`src/rtl/phase_countdown_if.sv`:
```
// Bundle of the sequencer's control inputs and display/lamp outputs.
// The controller side uses master; the phase_countdown core uses slave.
interface phase_countdown_if #(
    parameter int CNT_W = 8
);
    logic [CNT_W-1:0] dur_ns_go;
    logic [CNT_W-1:0] dur_ew_go;
    logic [CNT_W-1:0] dur_warn;
    logic             hold;
    logic             flash_mode;
    logic [CNT_W-1:0] count;
    logic [2:0]       phase;
    logic [2:0]       ns_light;
    logic [2:0]       ew_light;
    logic             phase_done;

    modport master (
        output dur_ns_go, dur_ew_go, dur_warn, hold, flash_mode,
        input  count, phase, ns_light, ew_light, phase_done
    );

    modport slave (
        input  dur_ns_go, dur_ew_go, dur_warn, hold, flash_mode,
        output count, phase, ns_light, ew_light, phase_done
    );
endinterface

```
`src/rtl/phase_countdown.sv`:
```
// Two-approach intersection phase sequencer with a per-phase tick countdown,
// hold/freeze and a night flash mode. Lamp encoding is {R,Y,G}.
module phase_countdown #(
    parameter int CNT_W    = 8,
    parameter int TICK_DIV = 10
) (
    input  logic              clk,
    input  logic              rst,
    phase_countdown_if.slave  bus
);
    localparam int PW = (TICK_DIV > 2) ? $clog2(TICK_DIV) : 1;

    localparam logic [2:0] PH_NS_GO   = 3'd0;
    localparam logic [2:0] PH_NS_WARN = 3'd1;
    localparam logic [2:0] PH_EW_GO   = 3'd2;
    localparam logic [2:0] PH_EW_WARN = 3'd3;
    localparam logic [2:0] PH_FLASH   = 3'd4;

    localparam logic [2:0] LAMP_R = 3'b100;
    localparam logic [2:0] LAMP_Y = 3'b010;
    localparam logic [2:0] LAMP_G = 3'b001;

    localparam logic [PW-1:0]    PRESC_MAX = PW'(TICK_DIV - 1);
    localparam logic [PW-1:0]    PRESC_ONE = PW'(1);
    localparam logic [CNT_W-1:0] CNT_ONE   = CNT_W'(1);

    logic [PW-1:0]    r_presc;
    logic [CNT_W-1:0] r_count;
    logic [2:0]       r_phase;
    logic [2:0]       r_ns;
    logic [2:0]       r_ew;
    logic             r_done;
    logic             r_toggle;

    logic             w_tick;
    logic [2:0]       w_next_phase;
    logic [CNT_W-1:0] w_next_load;

    // Initial count for a phase: a zero duration still lasts one tick.
    function automatic logic [CNT_W-1:0] eff_m1(input logic [CNT_W-1:0] d);
        return (d == '0) ? '0 : d - CNT_ONE;
    endfunction

    function automatic logic [2:0] ns_lamp(input logic [2:0] ph);
        case (ph)
            PH_NS_GO:   return LAMP_G;
            PH_NS_WARN: return LAMP_Y;
            default:    return LAMP_R;
        endcase
    endfunction

    function automatic logic [2:0] ew_lamp(input logic [2:0] ph);
        case (ph)
            PH_EW_GO:   return LAMP_G;
            PH_EW_WARN: return LAMP_Y;
            default:    return LAMP_R;
        endcase
    endfunction

    assign w_tick = (r_presc == PRESC_MAX);

    // Successor phase in the normal ring and its freshly sampled duration.
    always_comb begin
        w_next_phase = PH_NS_GO;
        w_next_load  = eff_m1(bus.dur_ns_go);
        case (r_phase)
            PH_NS_GO: begin
                w_next_phase = PH_NS_WARN;
                w_next_load  = eff_m1(bus.dur_warn);
            end
            PH_NS_WARN: begin
                w_next_phase = PH_EW_GO;
                w_next_load  = eff_m1(bus.dur_ew_go);
            end
            PH_EW_GO: begin
                w_next_phase = PH_EW_WARN;
                w_next_load  = eff_m1(bus.dur_warn);
            end
            default: begin
                w_next_phase = PH_NS_GO;
                w_next_load  = eff_m1(bus.dur_ns_go);
            end
        endcase
    end

    // Sequencer state: reset > flash > hold > normal countdown.
    always_ff @(posedge clk) begin
        if (rst) begin
            r_phase  <= PH_NS_GO;
            r_count  <= eff_m1(bus.dur_ns_go);
            r_presc  <= '0;
            r_done   <= 1'b0;
            r_ns     <= LAMP_G;
            r_ew     <= LAMP_R;
            r_toggle <= 1'b0;
        end else if (bus.flash_mode) begin
            r_done <= 1'b0;
            if (r_phase != PH_FLASH) begin
                r_phase  <= PH_FLASH;
                r_count  <= '0;
                r_presc  <= '0;
                r_toggle <= 1'b1;
                r_ns     <= LAMP_Y;
                r_ew     <= LAMP_Y;
            end else if (w_tick) begin
                // Hold is deliberately ignored here; the flash keeps blinking.
                r_presc  <= '0;
                r_toggle <= ~r_toggle;
                r_ns     <= {1'b0, ~r_toggle, 1'b0};
                r_ew     <= {1'b0, ~r_toggle, 1'b0};
            end else begin
                r_presc <= r_presc + PRESC_ONE;
            end
        end else if (r_phase == PH_FLASH) begin
            // Leaving night mode restarts the ring from a fresh NS green.
            r_phase <= PH_NS_GO;
            r_count <= eff_m1(bus.dur_ns_go);
            r_presc <= '0;
            r_done  <= 1'b0;
            r_ns    <= LAMP_G;
            r_ew    <= LAMP_R;
        end else if (bus.hold) begin
            // Everything but the one-cycle done pulse stays frozen.
            r_done <= 1'b0;
        end else begin
            r_done <= 1'b0;
            if (w_tick) begin
                r_presc <= '0;
                if (r_count != '0) begin
                    r_count <= r_count - CNT_ONE;
                end else begin
                    r_phase <= w_next_phase;
                    r_count <= w_next_load;
                    r_done  <= 1'b1;
                    r_ns    <= ns_lamp(w_next_phase);
                    r_ew    <= ew_lamp(w_next_phase);
                end
            end else begin
                r_presc <= r_presc + PRESC_ONE;
            end
        end
    end

    assign bus.count      = r_count;
    assign bus.phase      = r_phase;
    assign bus.ns_light   = r_ns;
    assign bus.ew_light   = r_ew;
    assign bus.phase_done = r_done;
endmodule

```
`src/flat_wrapper.sv`:
```
// flat-port wrapper written by rule: the top's interface ports become plain ports
module phase_countdown_flat 
#(
    parameter int CNT_W    = 8,
    parameter int TICK_DIV = 10
)
  (clk, rst, bus_dur_ns_go, bus_dur_ew_go, bus_dur_warn, bus_hold, bus_flash_mode, bus_count, bus_phase, bus_ns_light, bus_ew_light, bus_phase_done);
  phase_countdown_if #(.CNT_W(CNT_W)) bus_i ();
  input  logic clk;
  input  logic rst;
  input wire logic [$bits(bus_i.dur_ns_go)-1:0] bus_dur_ns_go;
  input wire logic [$bits(bus_i.dur_ew_go)-1:0] bus_dur_ew_go;
  input wire logic [$bits(bus_i.dur_warn)-1:0] bus_dur_warn;
  input wire logic [$bits(bus_i.hold)-1:0] bus_hold;
  input wire logic [$bits(bus_i.flash_mode)-1:0] bus_flash_mode;
  output wire logic [$bits(bus_i.count)-1:0] bus_count;
  output wire logic [$bits(bus_i.phase)-1:0] bus_phase;
  output wire logic [$bits(bus_i.ns_light)-1:0] bus_ns_light;
  output wire logic [$bits(bus_i.ew_light)-1:0] bus_ew_light;
  output wire logic [$bits(bus_i.phase_done)-1:0] bus_phase_done;
  assign bus_i.dur_ns_go = bus_dur_ns_go;
  assign bus_i.dur_ew_go = bus_dur_ew_go;
  assign bus_i.dur_warn = bus_dur_warn;
  assign bus_i.hold = bus_hold;
  assign bus_i.flash_mode = bus_flash_mode;
  assign bus_count = bus_i.count;
  assign bus_phase = bus_i.phase;
  assign bus_ns_light = bus_i.ns_light;
  assign bus_ew_light = bus_i.ew_light;
  assign bus_phase_done = bus_i.phase_done;
  phase_countdown #(.CNT_W(CNT_W), .TICK_DIV(TICK_DIV)) u_core (.clk(clk), .rst(rst), .bus(bus_i));
endmodule
```
`config.mk`:
```
export PLATFORM = sky130hd
export DESIGN_NAME = phase_countdown_flat
export DESIGN_NICKNAME = d
export VERILOG_FILES = /design/src/rtl/phase_countdown_if.sv /design/src/rtl/phase_countdown.sv /design/src/flat_wrapper.sv
export SDC_FILE = /design/constraint.sdc
export NUM_CORES = 1
export LEC_CHECK = 0
export ABC_AREA = 1
export CAP_MARGIN = 20
export CORE_ASPECT_RATIO = 0.9
export CORE_MARGIN = 2
export CORE_UTILIZATION = 55
export CTS_CLUSTER_DIAMETER = 200
export CTS_CLUSTER_SIZE = 40
export DETAILED_ROUTE_END_ITERATION = 8
export PLACE_DENSITY = 0.95
export SYNTH_ARGS = -nofsm -noshare
export SYNTH_HDL_FRONTEND = slang
export SYNTH_SLANG_ARGS = --single-unit
```
`constraint.sdc`:
```
create_clock -name clk -period 3.18 [get_ports clk]
set_input_delay 0.318 -clock clk [delete_from_list [all_inputs] [get_ports clk]]
set_output_delay 0.318 -clock clk [all_outputs]
set_load 0.03 [all_outputs]
```
# Yosys cells after proc, flatten, opt, wreduce, memory -nomap -nowiden
# Index checks and enable logic that the tools add are counted.
# word_totals
elab_cells	83
out_inout_bits	18
inputBits	28
ff_bits	23
# classes
muxes	40
n_eq_ne	14
bitwise	2
reduce_logical	15
addsub	5
# op_table
operator	n
$mux W8	10
$mux W3	18
$sub A8 B1 Y8 const B	4
$logic_not A8 Y1	3
$mux W4	5
$pmux W8 S2	1
$pmux W3 S2	2
$reduce_and A4 Y1	2
$reduce_bool A8 Y1	1
$logic_not A3 Y1	2
$ne A3 B1 Y1 const B	2
$ne A3 B2 Y1 const B	2
$pmux W2 S3	1
$reduce_or A5 Y1	1
$add A4 B1 Y4 const B	1
$eq A2 B2 Y1 const B	2
$eq A4 B4 Y1 const B	1
$ne A4 B2 Y1 const B	1
$reduce_bool A4 Y1	1
$eq A3 B1 Y1 const B	1
$eq A3 B2 Y1 const B	1
$eq A3 B3 Y1 const B	1
$mux W1	3
$ne A3 B3 Y1 const B	1
8 further kinds	9

# Depth between registers and ports, before layout
# Gate-level depths: netlist of run 1.
# depth
word_depth	9
mapped_depth	13
mapped_depth_nobuf	13

# Least setup slack after synthesis of run 1
# OpenSTA, ideal clock, no wires.
# synth_path
kind	register to register
from	register u_core.r_phase[2] (netlist: u_core.bus.phase[2])
to	register u_core.r_count[0] (netlist: u_core.bus.count[0]) (enable)
stages_incl_launch_ff	7
arrival_time_ns	1.740
synth_period_minus_slack_ns	2.124
setup_time_ns	0.384
n_path_buf	0
setup_slack_ns	1.056
required_time_ns	2.796
path_cell_list	dfxtp_1 -> nand3_4 -> clkinv_4 -> nor2_4 -> nand2_2 -> inv_2 -> o21ai_0
# synth_via
elab_chain_len	3
elab_cells_between_ends	6
cone_classes	eq/ne (4); reduce/logical (2)
# synth_rtl
item	line	text
from (decl)	phase_countdown.sv:29	logic [2:0] r_phase;
from (signal assigned)	phase_countdown.sv:132	r_phase <= w_next_phase;
$eq A3 B3 Y1 / $ne A3 B3 Y1 (equally long branches)	phase_countdown.sv:114, phase_countdown.sv:98	
$ne A4 B2 Y1 (no source line), or another cell as far along	-	
$reduce_and A3 Y1 (no source line) (*)	-	
to (signal assigned)	phase_countdown.sv:117	r_count <= eff_m1(bus.dur_ns_go);
to (signal assigned)	phase_countdown.sv:130	r_count <= r_count - CNT_ONE;
to (signal assigned)	phase_countdown.sv:133	r_count <= w_next_load;
to (decl)	phase_countdown.sv:28	logic [CNT_W-1:0] r_count;
# Mark *: on every way between the ends. The rest lies on a longest branch, timed or not.
# A chain may end at the register's enable or synchronous reset.

# Final worst setup path of run 1
# layout_path
from	register u_core.r_phase[2] (netlist: u_core.bus.phase[2])
to	register u_core.r_count[5] (netlist: u_core.bus.count[5]) (enable)
# Same word-level chain as after synthesis.

==> summary.txt, run 1 <==
Clock tree
  • CTS tree: done
  • CTS Sinks: 23
  • # resized after CTS: 0
  • Cts bufs inserted: 3
  • CTS clock-pin slew for the worst setup and hold paths: 0.08 ns
  • Clock Path Buffers: 2
  • Worst-skew pair later-pin latency: 0.26 ns
  • CTS hold repair buffers: 0
  • Root Buffer: clkbuf_8
  • Number of H-tree levels: 1
  • Postcts setup bufs: 0

Route
  • Vias per cell: 5.45
  • Routed Antenna Nets: 0
  • Routed WL per cell: 12.7 µm
  • Residual DRC: 0
  • DRT Pass-1 Iters: 4
  • Wirelength, routed: 5.35 mm
  • Initial detailed-routing violation count: 128
  • Via count: 2,302

Die
  • Initial Utilization: 57.1%
  • Die Wd: 69.1 µm
  • Core ar.: 3680 µm²
  • Die ar.: 4330 µm²
  • Die Ht: 62.6 µm
  • Ports: 46
  • Row count: 21

GRT
  • Global-route wire length before repair: 9.48 mm
  • GRT Total Usage: 26.0%
  • Grt total ovfl: 0
  • Vias in the first global route: 2,206
  • Pin count of the biggest net entering global routing: 14
  • Initial antenna violation count: 0

Timing
  • Final Setup Violations: 0
  • Final TNS setup: 0 ns
  • Max-slew violations: 0
  • Tcrit/Tclk final: 70.3%
  • RSZ-0062 raised after global routing: false
  • Worst clock skew: 0.00377 ns
  • Fmax achieved: 448 MHz
  • Relative slew slack: 31.8%
  • Final min period: 2.23 ns
  • Final Hold Fails: 0
  • Worst-Margin Slew: 1.01 ns
  • Post-route setup slack: 0.946 ns

Logic synthesis
  • XOR/XNOR Fraction of Synth Area: 3.75%
  • Main combinational cell family by area after synthesis: simple AND/OR/NAND/NOR gates
  • Synth Area in Adders: 5.96%
  • Compound-Gate Fraction of Synth Area: 16.8%
  • Mapped Area: 2100 µm²
  • Yosys top cell area share: 14.3%
  • Most common cell in the synthesized netlist: nand2_1
  • Synth Instances: 329
  • Async S/R FF share, synth: 0%
  • Synth Area in Simple Gates: 37.9%
  • Post-synthesis mux area share: 0%
  • Top_reg_cell synth: dfxtp_1
  • Syn_nets: 367
  • Mean Syn Cell Area: 6.39 µm²
  • Ranking of synthesized cells by area: dfxtp_1, nand2_1, edfxtp_1
  • Seq/Total Area, Yosys: 25.7%
  • Synth cell types: 39
  • FF+latch count, synth: 23
  • Largest area contributor in the netlist: dfxtp_1
  • Synth Warn #: 0
  • Number of synthesized flops with an enable pin: 8
  • Leading cell types by count after synthesis: nand2_1, inv_1, nor2_1

Run
  • Max_cap viols: 0

Worst setup path
  • Arrival time worst endpoint: 2.13 ns
  • Worst Setup Start Kind: register
  • R2R Setup Slk: 0.95 ns
  • Setup CP Type: reg -> reg
  • Crit path required time: 3.07 ns
  • Critical Path Fanout Max: 10
  • Element type at the critical path end: register

Worst hold path
  • Worst hold path class: reg -> reg

Cells and area
  • ANT cells: 0
  • Nets: 415
  • Area taken by multi-input logic gates: 1350 µm²
  • Layout cells sized above 1: 9.04%
  • Area delta synth->final: 26.1%
  • Fillers: 316
  • Sequential Area: 541 µm²

Power and ir drop
  • Cell Pwr Density: 380 nW/µm²
  • Total power: 1.01 mW
  • Pleak: 1.18 nW
  • VDD IR max: 0.365 mV

Placement
  • Port bufs: 45
  • Setup slack at placement: 0.756 ns
  • Post-detail-place hpwl: 4.39 mm
  • RePlAce Congestion: 0.948

Outcome
  • Status: finished clean
[critical path: stages (launching register included)]
cell,delay [ns]
dfxtp_1,0.50
nand3_4,0.19
clkinv_4,0.13
nor2_4,0.06
nand2_2,0.12
inv_2,0.06
o21ai_0,0.80
[area by class of cell]
cell class / count / area share, %
clock buffers: 3 / 1.56
multi-input cells: 253 / 51.1
repair buffers: 46 / 17.3
well taps: 46 / 2.17
clock inverters: 1 / 0.189
flip-flops and latches: 23 / 20.4
inverters: 50 / 7.27
[registers in the layout (all words and copies together) (netlist names)]
register / count
u_core.bus.ns_light: 3
u_core.r_presc: 4
u_core.r_toggle: 1
u_core.bus.phase_done: 1
u_core.bus.ew_light: 3
u_core.bus.phase: 3
u_core.bus.count: 8
[where the power goes]
part,internal [mW],switching [mW]
Clock,0.0875,0.0907
Sequential,0.343,0.0284
Combinational,0.179,0.278
[per-stage QoR]
stage,util [%],area (µm²),hold slack (ns),cells
CTS,72.0,2650,0.483,422
finish,72.0,2650,0.476,422
global placement,70.7,2600,0.451,418
floorplan,-,2100,0.394,329
detailed placement,70.7,2600,0.459,418
global route,72.0,2650,0.522,422
[routing by layer]
layer  GRT usage, %  wire length [µm]  vias up
li1               -                 -     1173
met1           34.3              2390     1036
met2           45.3              2510       83
met3           3.71               369       10
met4           5.64                83        0
met5              0                 0        -
[path summary, 6_finish.rpt]
check,start,end,depth (start not counted)
max,u_core.bus.phase[2]$_SDFFE_PP0P_,u_core.bus.count[5]$_DFFE_PP_,6
min,u_core.bus.ns_light[0]$_SDFFE_PP1P_,u_core.bus.ns_light[0]$_SDFFE_PP1P_,2
max reg2reg,u_core.bus.phase[2]$_SDFFE_PP0P_,u_core.bus.count[5]$_DFFE_PP_,6
min reg2reg,u_core.bus.ns_light[0]$_SDFFE_PP1P_,u_core.bus.ns_light[0]$_SDFFE_PP1P_,2
[cells in the final DEF, fill, tap and decap left out, types with 2 or more instances in the layout]
cell type / instances
a21oi_1: 19
a31oi_1: 3
clkbuf_8: 3
clkdlybuf4s50_1: 45
dfxtp_1: 15
edfxtp_1: 8
ha_1: 10
inv_1: 41
inv_2: 8
nand2_1: 78
nand2_2: 6
nand3_1: 25
nand4_1: 6
nor2_1: 38
nor2_2: 3
nor2_4: 3
nor3_1: 4
nor3_2: 2
nor3b_1: 3
o21ai_0: 17
o21ai_1: 9
o21ai_2: 2
o21bai_1: 3
xnor2_1: 3
xor2_1: 6
[cell families (layout without fill, tap and decap cells)]
| logic type | Yosys count | in the layout |
|---|---|---|
| fa+ha+maj | 10 | 10 |
| flops | 23 | 23 |
| xor+xnor | 9 | 9 |
| simple gates | 173 | 173 |
| compound gates | 61 | 61 |
| buf+inv | 53 | 100 |
No activity file was read; power rests on OpenSTA's default activity.
==> run 2, diff against run 1 <==
--- a/config.mk
+++ b/config.mk
@@ -9,11 +9,11 @@
 export CAP_MARGIN = 20
 export CORE_ASPECT_RATIO = 0.9
 export CORE_MARGIN = 2
-export CORE_UTILIZATION = 55
+export CORE_UTILIZATION = 46
 export CTS_CLUSTER_DIAMETER = 200
 export CTS_CLUSTER_SIZE = 40
 export DETAILED_ROUTE_END_ITERATION = 8
-export PLACE_DENSITY = 0.95
+export PLACE_DENSITY = 0.87
 export SYNTH_ARGS = -nofsm -noshare
 export SYNTH_HDL_FRONTEND = slang
 export SYNTH_SLANG_ARGS = --single-unit
==> constraint.sdc (replaced) <==
create_clock -name clk -period 1.95 [get_ports clk]
set_input_delay 0.195 -clock clk [delete_from_list [all_inputs] [get_ports clk]]
set_output_delay 0.195 -clock clk [all_outputs]
set_load 0.03 [all_outputs]
==> summary.txt, run 2 (synthesis gave the netlist of run 1 again) <==
Cells and area
  • Layout cells sized above 1: 17.7% (+8.6 points)
  • Largest register FFs: 8 (unchanged)
  • Most frequent cells in the layout: nand2_1, clkdlybuf4s50_1, inv_1
  • Nets: 446 (+7.5%)
  • Commonest non-fill, non-tap cell in the layout: nand2_1
  • Area delta synth->final: 40.1%
  • Finished Cell Area: 2940 µm² (+11%)
  • Final Util: 66.4% (-5.6 points)
  • ANT cells: 0 (unchanged)

Route
  • Wirelength, routed: 5.93 mm (+11%)
  • Routed Antenna Nets: 0 (unchanged)
  • Initial detailed-routing violation count: 162 (+27%)
  • Via count: 2,447 (+6.3%)
  • Residual DRC: 0 (unchanged)
  • Routed WL per cell: 12.7 µm (-0.16%)
  • Vias per cell: 5.22 (-4.4%)
  • DRT Pass-1 Iters: 5 (+1)

Clock tree
  • CTS tree: done
  • Clock Path Buffers: 2 (unchanged)
  • Root Buffer: clkbuf_8
  • Cts bufs inserted: 3 (unchanged)
  • CTS clock-pin slew for the worst setup and hold paths: 0.09 ns (about the same)
  • CTS hold repair buffers: 0 (unchanged)
  • Number of H-tree levels: 1 (unchanged)
  • CTS Sinks: 23 (unchanged)
  • Worst-skew pair later-pin latency: 0.27 ns (about the same)

Timing
  • Fmax achieved: 524 MHz (+17%)
  • Max-slew violations: 0 (unchanged)
  • Final Hold Fails: 0 (unchanged)
  • RSZ-0062 raised after global routing: true
  • Relative slew slack: 77.5% (+46 points)
  • Worst hold slack: 0.480 ns (+0.00389 ns)
  • Worst-Margin Slew: 0.334 ns (-0.679 ns)
  • Post-route setup slack: 0.0412 ns (-0.905 ns)
  • Worst clock skew: 0.00832 ns (+0.00455 ns)
  • Final min period: 1.91 ns (-0.325 ns)
  • Tcrit/Tclk final: 97.9% (+28 points)
  • Final Setup Violations: 0 (unchanged)
  • Final TNS setup: 0 ns (unchanged)

Die
  • Die Wd: 75.2 µm (+8.8%)
  • Ports: 46 (unchanged)
  • Core ar.: 4430 µm² (+20%)
  • Die ar.: 5120 µm² (+18%)
  • Die Ht: 68.1 µm (+8.7%)
  • Row count: 23 (+9.5%)
  • Initial Utilization: 47.4% (-9.7 points)

Worst setup path
  • Crit path required time: 2.10 ns (-0.97 ns)
  • Element type at the critical path end: register
  • Worst Setup Start Kind: register
  • Critical Path Fanout Max: 5 (-5)
  • Arrival time worst endpoint: 2.06 ns (-0.07 ns)
  • Setup CP Type: reg -> reg

Placement
  • Port bufs: 45 (unchanged)
  • Placed Area: 2810 µm² (+8.0%)
  • RePlAce Congestion: 1.01 (+6.5%)
  • Setup slack at placement: -0.0914 ns (-0.847 ns)
  • Post-detail-place hpwl: 4.60 mm (+4.8%)

GRT
  • Met2 Resource Use GR: 40.7% (-4.6 points)
  • Met1 usage: 31.7% (-2.6 points)
  • Global-route wire length before repair: 9.72 mm (+2.5%)
  • Pin count of the biggest net entering global routing: 14 (unchanged)
  • Initial antenna violation count: 0 (unchanged)
  • Gr busiest metal: met2
  • Vias in the first global route: 2,259 (+2.4%)
  • Grt total ovfl: 0 (unchanged)
  • GRT Total Usage: 23.8% (-2.2 points)
  • GRT met3 Usage: 3.98% (+0.27 points)

Outcome
  • Status: finished clean

Power and ir drop
  • Cell Pwr Density: 593 nW/µm² (+56%)
  • Pleak: 1.34 nW (+13%)
  • VDD IR max: 0.499 mV (+37%)

Worst hold path
  • Worst hold path class: reg -> reg

Run
  • Max_cap viols: 0 (unchanged)
-- run 2: power by group --
part	leakage (nW)	total [mW]	switching, mW	internal (mW)
sequential	0.207	0.607	0.0485	0.558
combinational	1.10	0.840	0.486	0.354
clock	0.0255	0.299	0.156	0.143
total	1.34	1.75	0.690	1.06
-- run 2: metal layers --
layer | share of wire [%] | wire, µm | vias up
li1 | - | - | 1245
met1 | 45 | 2650 | 1092
met2 | 48 | 2880 | 106
met3 | 6.5 | 383 | 4
met4 | 0.39 | 23 | 0
met5 | 0 | 0 | -
-- run 2: worst max-delay path: stages (launching register included) --
cell      delay [ns]
edfxtp_1        0.43
inv_2           0.10
ha_1            0.16
nor3b_2         0.18
nand2_2         0.13
buf_4           0.18
o21ai_4         0.17
buf_4           0.14
nand2_2         0.09
o21ai_2         0.15
a21oi_1         0.07
-- run 2: repair_timing --
action                     CTS  global route
buffers inserted             4             2
pin swaps                    1             2
resized for setup            0            10
setup endpoints to repair    1            19
-- run 2: stage by stage --
stage | total power, mW | instances
global placement | 1.39 | 459
finish | 1.75 | 469
floorplan | 1.09 | 329
detailed placement | 1.41 | 459
global route | 1.85 | 469
CTS | 1.72 | 467
-- run 2: worst paths after layout --
kind | start | end | slack, ns | cells past startpoint
setup reg to reg | u_core.bus.count[1]$_DFFE_PP_ | u_core.bus.phase[1]$_SDFFE_PP0P_ | 0.04 | 10
hold / removal | u_core.bus.ew_light[2]$_SDFFE_PP1P_ | u_core.bus.ew_light[2]$_SDFFE_PP1P_ | 0.48 | 2
setup / recovery | u_core.bus.count[1]$_DFFE_PP_ | u_core.bus.phase[1]$_SDFFE_PP0P_ | 0.04 | 10
hold reg to reg | u_core.bus.ew_light[2]$_SDFFE_PP1P_ | u_core.bus.ew_light[2]$_SDFFE_PP1P_ | 0.48 | 2
-- run 2: cell type report --
| type | count | area (µm²) |
|---|---|---|
| Clock buffer | 3 | 41.3 |
| Inverter | 50 | 193 |
| Multi-Input combinational cell | 253 | 1400 |
| Timing Repair Buffer | 77 | 691 |
| Sequential cell | 23 | 541 |
| Clock inverter | 1 | 5.00 |
| Fill cell | 401 | 1490 |
| Tap cell | 62 | 77.6 |
==> run 3, diff against run 2 <==
--- a/config.mk
+++ b/config.mk
@@ -13,7 +13,8 @@
 export CTS_CLUSTER_DIAMETER = 200
 export CTS_CLUSTER_SIZE = 40
 export DETAILED_ROUTE_END_ITERATION = 8
-export PLACE_DENSITY = 0.87
+export PLACE_DENSITY_LB_ADDON = 0.25
+export SETUP_SLACK_MARGIN = 0.3
 export SYNTH_ARGS = -nofsm -noshare
 export SYNTH_HDL_FRONTEND = slang
 export SYNTH_SLANG_ARGS = --single-unit
==> constraint.sdc (replaced) <==
create_clock -name clk -period 1.95 [get_ports clk]
set_input_delay 0.195 -clock clk [delete_from_list [all_inputs] [get_ports clk]]
set_output_delay 0.195 -clock clk [all_outputs]
set_load 0.02 [all_outputs]
==> summary.txt, run 3 (synthesis gave the netlist of run 1 again) <==
GRT
  • Pin count of the biggest net entering global routing: 13 (-1)
  • GRT Total Usage: 24.6% (+0.78 points)
  • Grt total ovfl: 0 (unchanged)
  • Initial antenna violation count: 0 (unchanged)
  • Vias in the first global route: 2,161 (-4.3%)
  • Global-route wire length before repair: 9.78 mm (+0.71%)

Worst setup path
  • Worst R2R Start: u_core.bus.count[1]$_DFFE_PP_
  • FF-to-FF End: u_core.bus.count[5]$_DFFE_PP_
  • Arrival time worst endpoint: 1.82 ns (-0.24 ns)
  • Largest stage delay on the critical path: 0.42 ns (about the same)
  • R2R Setup Slk: 0.13 ns (+0.09 ns)
  • Cells along the critical path: inv_2 > ha_4 > nor3b_4 > nand2_4 > o21ai_4 > o21ai_0 > a21boi_1
  • Slowest cell on the critical path: edfxtp_1
  • Critical path startpoint: u_core.bus.count[1]$_DFFE_PP_
  • Critical Path Fanout Max: 6 (+1)
  • Element type at the critical path end: register
  • Reg2reg path depth: 7 (-3)
  • Setup CP Type: reg -> reg
  • Worst Setup Start Kind: register
  • Crit path required time: 1.95 ns (-0.15 ns)

Clock tree
  • Root Buffer: clkbuf_8
  • CTS Sinks: 23 (unchanged)
  • Worst-skew pair later-pin latency: 0.27 ns (about the same)
  • Clock Path Buffers: 2 (unchanged)
  • CTS tree: done
  • CTS clock-pin slew for the worst setup and hold paths: 0.08 ns (about the same)
  • CTS hold repair buffers: 0 (unchanged)
  • Number of H-tree levels: 1 (unchanged)
  • Cts bufs inserted: 3 (unchanged)

Worst hold path
  • Worst hold path class: reg -> reg
  • Min-Delay Endpoint: u_core.bus.ew_light[2]$_SDFFE_PP1P_
  • Hold path cells: 2 (unchanged)
  • Hold Path Origin: u_core.bus.ew_light[2]$_SDFFE_PP1P_

Route
  • Initial detailed-routing violation count: 142 (-12%)
  • DRT Pass-1 Iters: 4 (-1)
  • Routed WL per cell: 12.9 µm (+2.1%)
  • Wirelength, routed: 6.21 mm (+4.7%)
  • Residual DRC: 0 (unchanged)
  • Routed Antenna Nets: 0 (unchanged)
  • Via count: 2,432 (-0.61%)
  • Vias per cell: 5.06 (-3.1%)

Timing
  • Fmax achieved: 550 MHz (+5.0%)
  • Post-route setup slack: 0.132 ns (+0.0911 ns)
  • Final min period: 1.82 ns (-0.0911 ns)
  • Final Hold Fails: 0 (unchanged)
  • RSZ-0062 raised after global routing: true
  • Final Setup Violations: 0 (unchanged)
  • Worst clock skew: 0.00690 ns (-0.00142 ns)
  • Tcrit/Tclk final: 93.2% (-4.7 points)
  • Worst-Margin Slew: 0.450 ns (+0.117 ns)
  • Max-slew violations: 0 (unchanged)
  • Relative slew slack: 69.9% (-7.6 points)

Cells and area
  • Nets: 458 (+2.7%)
  • Layout cells sized above 1: 26.5% (+8.8 points)
  • Commonest non-fill, non-tap cell in the layout: nand2_1
  • ANT cells: 0 (unchanged)
  • Fillers: 379 (-5.5%)
  • Area delta synth->final: 50.9%
  • Largest register FFs: 8 (unchanged)
  • Most frequent cells in the layout: nand2_1, clkdlybuf4s50_1, buf_4

Power and ir drop
  • Internal power: 1.12 mW (+5.8%)
  • VDD IR max: 0.359 mV (-28%)
  • Clock share of power: 16.1% (-1.0 points)
  • Total power: 1.82 mW (+4.6%)
  • Switching Fraction: 38.8% (-0.69 points)
  • Pleak: 1.42 nW (+6.3%)
  • Net Switching: 0.709 mW (+2.8%)
  • Cell Pwr Density: 576 nW/µm² (-2.9%)
  • Seq pwr share: 33.8% (-1.0 points)
  • Comb pwr share: 50.1% (+2.0 points)

Placement
  • Post-detail-place hpwl: 4.49 mm (-2.4%)
  • Port bufs: 45 (unchanged)
  • Setup slack at placement: -0.0641 ns (+0.0273 ns)
  • RePlAce Congestion: 0.896 (-11%)

Die
  • Initial Utilization: 47.4% (unchanged)
  • Core ar.: 4430 µm² (unchanged)
  • Die Wd: 75.2 µm (unchanged)
  • Die ar.: 5120 µm² (unchanged)
  • Die Ht: 68.1 µm (unchanged)
  • Row count: 23 (unchanged)
  • Ports: 46 (unchanged)

Run
  • Max_cap viols: 0 (unchanged)

Outcome
  • Status: finished clean
[run 3: changes by cell type in the layout (fill, tap and decap cells not counted), sizes merged]
| cell | delta |
|---|---|
| buf | +11 |
| clkbuf | +1 |
| clkinv | -1 |
| nand2 | +1 |
[run 3: worst max-delay path: cells and delay by family, from the launching register on]
family | cells | cell delay [ns]
buffers and inverters | 1 | 0.13
DFF | 1 | 0.42
and+or+nand+nor | 2 | 0.39
AOI/OAI and AO/OA | 3 | 0.47
adders and majority gates | 1 | 0.14
[run 3: power groups by stage]
stage	sequential (mW)	clock (mW)	combinational (mW)
finish	0.617	0.294	0.914
CTS	0.612	0.298	0.826
floorplan	0.671	0	0.391
detailed placement	0.621	0	0.744
global route	0.623	0.314	0.994
global placement	0.619	0	0.735
[run 3: worst max path at each step]
stage,endpoint,cells past startpoint
5_1_grt,u_core.bus.ns_light[1]$_SDFFE_PP0P_,9
4_1_cts,u_core.bus.ew_light[0]$_SDFFE_PP0P_,9
2_1_floorplan,u_core.bus.count[3]$_DFFE_PP_,8
6_report,u_core.bus.count[5]$_DFFE_PP_,7
3_3_place_gp,u_core.bus.count[0]$_DFFE_PP_,11
3_5_place_dp,u_core.bus.count[0]$_DFFE_PP_,11
[run 3: what timing repair did]
action / 4_1_cts / 5_1_grt
endpoints found under the hold margin: 0 / 0
buffers inserted: 10 / 9
endpoints found under the setup margin: 26 / 28
resized for setup: 24 / 24
gates cloned: 1 / 0
pin swaps: 8 / 11
[run 3: final cells by class]
| cell class | instances | area, µm² | share of cell area [%] |
|---|---|---|---|
| flip-flops and latches | 23 | 546 | 17.2 |
| clock buffers | 4 | 45.0 | 1.42 |
| inverters | 50 | 200 | 6.31 |
| well taps | 62 | 77.6 | 2.45 |
| multi-input cells | 254 | 1520 | 48.0 |
| repair buffers | 88 | 781 | 24.6 |
[run 3: per-stage QoR]
step	TNS, ns	cells	utilization (%)	cell area (µm²)	hold slack, ns
after global routing	0	481	71.5	3170	0.503
after floorplan	0	329	-	2120	0.271
final	0	481	71.5	3170	0.469
after CTS	0	472	68.4	3030	0.475
after detailed placement	-0.159	457	63.3	2810	0.451
after global placement	-0.0347	457	63.3	2810	0.448
[run 3: routing by layer]
metal,routed length [µm],track usage (%),vias up
met4,36,3.29,0
met2,3050,41.7,65
met3,247,2.95,6
li1,-,-,1256
met5,0,0,-
met1,2880,34.6,1105
